$ cat config.mk
export PLATFORM = sky130hd
export DESIGN_NAME = uart_tx_frame
export DESIGN_NICKNAME = d
export VERILOG_FILES = /design/src/rtl/uart_pkg.sv /design/src/rtl/uart_baud_tick.sv /design/src/rtl/uart_tx_frame.sv
export SDC_FILE = /design/constraint.sdc
export NUM_CORES = 1
export LEC_CHECK = 0
export BUFFER_PORTS_ARGS = -buffer_cell sky130_fd_sc_hd__buf_2
export CORE_MARGIN = 3
export CORE_UTILIZATION = 48
export CTS_CLUSTER_SIZE = 28
export DETAILED_ROUTE_END_ITERATION = 16
export PLACE_DENSITY = 0.67
export SLEW_MARGIN = 15
export SYNTH_ARGS = -nofsm -noshare
export SYNTH_HDL_FRONTEND = slang
export SYNTH_SLANG_ARGS = --single-unit
$ cat constraint.sdc
create_clock -name clk -period 2.45 [get_ports clk]
set_clock_uncertainty 0.15 [all_clocks]
set_input_delay 0.1225 -clock clk [delete_from_list [all_inputs] [get_ports clk]]
set_output_delay 0.1225 -clock clk [all_outputs]
set_load 0.005 [all_outputs]
$ cat src/rtl/uart_pkg.sv
// Shared UART definitions: FSM state encodings, parity mode codes and the
// baud divisor helper. Used by uart_tx_frame and the planned uart_rx_frame.
package uart_pkg;

   typedef enum logic [2:0] {
      ST_IDLE   = 3'd0,
      ST_START  = 3'd1,
      ST_DATA   = 3'd2,
      ST_PARITY = 3'd3,
      ST_STOP   = 3'd4
   } uart_state_t;

   localparam int PARITY_NONE = 0;
   localparam int PARITY_ODD  = 1;
   localparam int PARITY_EVEN = 2;

   // Clocks per bit, rounded to nearest.
   function automatic int calc_div(input int clk_freq, input int baud_rate);
      return (clk_freq + baud_rate / 2) / baud_rate;
   endfunction

endpackage

$ cat src/rtl/uart_baud_tick.sv
// Bit-period timer: counts 0..DIV-1 while enabled, pulses tick on DIV-1 and
// wraps, so every bit lasts exactly DIV clocks. Held at 0 while disabled.
module uart_baud_tick #(
   parameter int DIV = 2
) (
   input  logic clk,
   input  logic rst,
   input  logic en,
   output logic tick
);

   localparam int CW = $clog2(DIV);
   localparam logic [CW-1:0] LAST = CW'(DIV - 1);

   logic [CW-1:0] cnt;

   assign tick = en && (cnt == LAST);

   // Free-run while enabled; clear on reset, disable or wrap.
   always_ff @(posedge clk) begin
      if (rst || !en || tick) cnt <= '0;
      else                    cnt <= cnt + 1'b1;
   end

endmodule

$ cat src/rtl/uart_tx_frame.sv
// Parametrised UART transmitter, one character per valid/ready handshake.
// Frame: start, DATA_BITS data (LSB first), optional parity, STOP_BITS stops.
// Build option: define UART_TX_PARITY_EN to include the parity bit
// (PARITY_MODE 1 odd, 2 even, 0 none); without it frames never carry parity.
module uart_tx_frame
   import uart_pkg::*;
#(
   parameter int CLK_FREQ    = 50_000_000,
   parameter int BAUD_RATE   = 9600,
   parameter int DATA_BITS   = 8,
   parameter int STOP_BITS   = 1,
   parameter int PARITY_MODE = 0
) (
   input  logic                 clk,
   input  logic                 rst,
   input  logic                 tx_valid,
   input  logic [DATA_BITS-1:0] tx_data,
   output logic                 tx_ready,
   output logic                 tx_busy,
   output logic                 tx_done,
   output logic                 uart_tx
);

   localparam int DIV = calc_div(CLK_FREQ, BAUD_RATE);
   localparam int CW  = $clog2(DATA_BITS + 1);
   localparam logic [CW-1:0] LAST_DATA = CW'(DATA_BITS - 1);
   localparam logic [CW-1:0] LAST_STOP = CW'(STOP_BITS - 1);

   if (DATA_BITS < 5 || DATA_BITS > 9) begin : g_bad_data_bits
      $error("uart_tx_frame: DATA_BITS must be 5..9");
   end
   if (STOP_BITS != 1 && STOP_BITS != 2) begin : g_bad_stop_bits
      $error("uart_tx_frame: STOP_BITS must be 1 or 2");
   end
   if (DIV < 2) begin : g_bad_div
      $error("uart_tx_frame: CLK_FREQ/BAUD_RATE gives DIV < 2");
   end
   if (PARITY_MODE < 0 || PARITY_MODE > 2) begin : g_bad_parity
      $error("uart_tx_frame: PARITY_MODE must be 0, 1 or 2");
   end

   uart_state_t          state, state_nxt;
   logic [DATA_BITS-1:0] shift, shift_nxt;
   logic [CW-1:0]        bit_cnt, bit_cnt_nxt;
   logic                 line_nxt, done_nxt;
   logic                 tick, accept, baud_en;

   assign tx_ready = (state == ST_IDLE);
   assign accept   = tx_valid && tx_ready;
   assign baud_en  = (state != ST_IDLE);

   uart_baud_tick #(.DIV(DIV)) u_baud (
      .clk  (clk),
      .rst  (rst),
      .en   (baud_en),
      .tick (tick)
   );

`ifdef UART_TX_PARITY_EN
   localparam bit USE_PAR = (PARITY_MODE != PARITY_NONE);
   logic par_bit;

   // Parity is taken from the character as latched, not the live bus.
   always_ff @(posedge clk) begin
      if (rst)         par_bit <= 1'b0;
      else if (accept) par_bit <= (PARITY_MODE == PARITY_ODD) ? ~^tx_data : ^tx_data;
   end
`endif

   // Next state, shifter and bit counter; line value derived from next state
   // so uart_tx is a clean register.
   always_comb begin
      state_nxt   = state;
      shift_nxt   = shift;
      bit_cnt_nxt = bit_cnt;
      done_nxt    = 1'b0;
      case (state)
         ST_IDLE: begin
            if (accept) begin
               state_nxt = ST_START;
               shift_nxt = tx_data;
            end
         end
         ST_START: begin
            if (tick) begin
               state_nxt   = ST_DATA;
               bit_cnt_nxt = '0;
            end
         end
         ST_DATA: begin
            if (tick) begin
               if (bit_cnt == LAST_DATA) begin
                  bit_cnt_nxt = '0;
`ifdef UART_TX_PARITY_EN
                  state_nxt   = USE_PAR ? ST_PARITY : ST_STOP;
`else
                  state_nxt   = ST_STOP;
`endif
               end else begin
                  bit_cnt_nxt = bit_cnt + 1'b1;
                  shift_nxt   = shift >> 1;
               end
            end
         end
`ifdef UART_TX_PARITY_EN
         ST_PARITY: begin
            if (tick) begin
               state_nxt   = ST_STOP;
               bit_cnt_nxt = '0;
            end
         end
`endif
         ST_STOP: begin
            if (tick) begin
               if (bit_cnt == LAST_STOP) begin
                  state_nxt   = ST_IDLE;
                  bit_cnt_nxt = '0;
                  done_nxt    = 1'b1;
               end else begin
                  bit_cnt_nxt = bit_cnt + 1'b1;
               end
            end
         end
         default: state_nxt = ST_IDLE;
      endcase

      case (state_nxt)
         ST_START:  line_nxt = 1'b0;
         ST_DATA:   line_nxt = shift_nxt[0];
`ifdef UART_TX_PARITY_EN
         ST_PARITY: line_nxt = par_bit;
`endif
         default:   line_nxt = 1'b1;
      endcase
   end

   // State and registered outputs; reset aborts any frame with line high.
   always_ff @(posedge clk) begin
      if (rst) begin
         state   <= ST_IDLE;
         shift   <= '0;
         bit_cnt <= '0;
         uart_tx <= 1'b1;
         tx_busy <= 1'b0;
         tx_done <= 1'b0;
      end else begin
         state   <= state_nxt;
         shift   <= shift_nxt;
         bit_cnt <= bit_cnt_nxt;
         uart_tx <= line_nxt;
         tx_busy <= (state_nxt != ST_IDLE);
         tx_done <= done_nxt;
      end
   end

endmodule

==> results.md <==
* Achievable frequency at about 440 MHz
* Initial antenna violation count at 0
* # rows at 19
* Post-synth top area share at a little over two fifths
* # fillers at roughly 280
* RSZ-0062 raised after global routing: no
* Via density at 5.55
* Die area at ~0.0037 mm^2
* Max clock buf depth at 2
* Setup tns final at 0 ps
* CTS Root Cell: clkbuf_4
* Dpl cells at 202
* CORE AREA at 0.00281 mm^2
* Die width at 60.5 um
* Layout cells sized above 1 at around 17%
* Worst min path class: in2reg
* Final nets at 200
* Fin area at 0.00164 mm^2
* Pre-Repair DR Iteration Count at 4
* CP max stage delay at roughly 520 ps
* Initial Util at between 50% and 60%
* Worst rel slew slack at 67.9%
* Vias at approximately 1,200
* Detail Route Antenna Nets at 0
* Vias in the first global route at 1,095
* Number of CTS-inserted buffers at 5
* Final Max Tran Viols at 0
* Later-pin clock latency in the skew report at 330 ps
* Io pins at 15
* Setup CP Type: reg2reg
* Total track usage at about 17%
* PwrDens at between 500 and 600 mW/mm^2
* Synth area leaders: dfxtp_1 44%, a21oi_1 5.3%, nor2_1 4.2%, nand2_1 3.9%, a22oi_1 3.7%
* PortBufs at 14
* Post-route DRC at 0
* Int Pwr at between 0.6 and 0.7 mW
* Status: finished, final reports clean
* Remaining global-route overflow at 0
* FF/Latch Area at 621 um^2
* Synthesis warning total at 0
* Switching power summed over all nets at around 0.21 mW
* Area leader, netlist: dfxtp_1
* First-pass GRT wire length at between 4 and 5 mm
* Worst-margin pin slew at roughly 480 ps
* Final GP Congestion at about 0.8
* Sw Ratio at ~25%
* Period utilisation layout at roughly 92%
* H-tree Lvls at 2
* Seq/Total Area, Yosys at 43.5%
* Drt total wl at ~2.8 mm
* Maximum vdd drop at about 0.38 mV
* Distinct cells, synth at 38
* Mapped Area at 0.00143 mm^2
* Pin count of the biggest net entering global routing at 18
* Max-Cap Viols at 0
* DRT iter0 DRCs at 36
* CTS tree: yes
* Worst setup margin at around 190 ps
* Avg Cell Area, Syn at just under 9 um^2
* Cell leakage power at 0.584 nW
* Sequential power share at around three fifths
* Critical path data required time at ~2600 ps
* Number of synthesized flops with an enable pin at 0
* Ys flop type: dfxtp_1
* Clk slew on worst S/H paths at approximately 100 ps
* Crit start category: register
* Area Overhead vs Synth at 14.9%
* Clock share of power at 32.6%
* Setup Buffers After CTS at 0
* Synth Instances at between 150 and 200
* CP cell instances: ha_2 -> and4bb_1 -> nand3_1 -> or2_1 -> or4_1 -> a21oi_1
* Endpoints failing setup at 0
* HPWL Detailed at roughly 1.9 mm
* Final Non-Filler Cells at 218
* Critical path endpoint category: register
* Post-layout util at between 50 and 60%
* Commonest cells after routing, fill and taps aside: 31 x dfxtp_1, 16 x nor2_1, 15 x nand2_1, 15 x a21oi_1, 14 x buf_2
* Commonest non-fill, non-tap cell in the layout: dfxtp_1
* Final Hold Viols at 0
* Synth async-reset ratio at 0%
* Net Count, Synth at between 150 and 200
* Area of the multi-input gates at ~750 um^2
* CP Max Fanout at 8
* Slowest CP cell: or4_1
* Wire length per cell at about 13 um
* Yosys reg bits at 31
* Ant diodes at 0
* CP arrival at between 2000 and 2500 ps
* Post-placement worst setup slack at roughly 150 ps
* Num Clock Sinks at 31
* Post-DP Area at ~0.0015 mm^2
* Die height at between 60 and 70 um
* Logic pwr share at roughly 7.0%
* Final min period at between 2000 and 2500 ps
path summary, 6_finish.rpt:
path,startpoint,to,slack (ps),depth (start not counted)
worst max-delay path,u_baud.cnt[0],bit_cnt[3],190,6
worst min-delay path,tx_valid,state[0],30,3
worst max register to register,u_baud.cnt[0],bit_cnt[3],190,6
worst min register to register,shift[1],shift[1],310,2
state kept, by name, indices dropped and copies added (netlist names):
register / count
shift: 8
tx_busy: 1
tx_done: 1
uart_tx: 1
u_baud.cnt: 13
bit_cnt: 4
state: 3
cell families (layout without fill, tap and decap cells):
group	after synthesis	after routing	synth area share (%)
buf+inv	13	36	4.30
xor+xnor	11	11	6.75
simple gates	71	71	28.1
flops	31	31	43.5
mux	1	1	0.702
fa+ha+maj	4	4	3.33
compound gates	33	33	13.3
synthesized netlist by cell type, types with 2 or more instances:
cell	number
a21oi_1	15
a22oi_1	7
and4bb_1	3
buf_2	4
buf_4	2
clkbuf_1	2
dfxtp_1	31
ha_1	3
inv_1	4
nand2_1	15
nand3_1	9
nand3b_1	2
nand4_1	2
nor2_1	16
nor3_1	4
o21ai_0	8
or3_1	5
or3b_2	3
xnor2_1	5
xor2_1	6
power by group through the flow:
stage / clock [mW] / sequential [mW] / combinational, mW
after detailed placement: 0 / 0.536 / 0.0502
final: 0.283 / 0.525 / 0.0611
after global placement: 0 / 0.536 / 0.0493
after global routing: 0.320 / 0.526 / 0.0675
after CTS: 0.293 / 0.524 / 0.0599
after floorplan: 0 / 0.532 / 0.0348
layer usage:
metal / share of wire [%] / GRT usage [%]
met1: 48 / 21.3
met2: 48 / 26.7
met3: 3.1 / 6.60
met4: 1.4 / 8.67
met5: 0 / 0
area by class of cell:
class	count	area share, %
well taps	31	2.37
multi-input cells	120	45.6
repair buffers	24	10.1
inverters	4	0.916
flip-flops and latches	31	37.9
clock buffers	5	2.29
clock inverters	3	0.916
worst max-delay path, delay by kind of cell, from the launching register on:
| family | cells | cell delay [ps] |
|---|---|---|
| AO/OA/AOI/OAI | 1 | 140 |
| adder cells (fa/ha/maj) | 1 | 250 |
| flip-flops | 1 | 410 |
| AND/OR/NAND/NOR | 4 | 1250 |
metrics by stage:
step           power [mW]  hold slack, ps
2_1_floorplan       0.567             108
3_3_place_gp        0.585             214
3_5_place_dp        0.586             224
4_1_cts             0.877            11.5
5_1_grt             0.914            17.7
6_report            0.868            25.6
timing repair:
item,4_1_cts,5_1_grt
hold buffers,8,0
hold endpoints to repair,9,0
setup endpoints to repair,0,2
gates resized for setup,0,2
(Power assumes the default switching activity.)
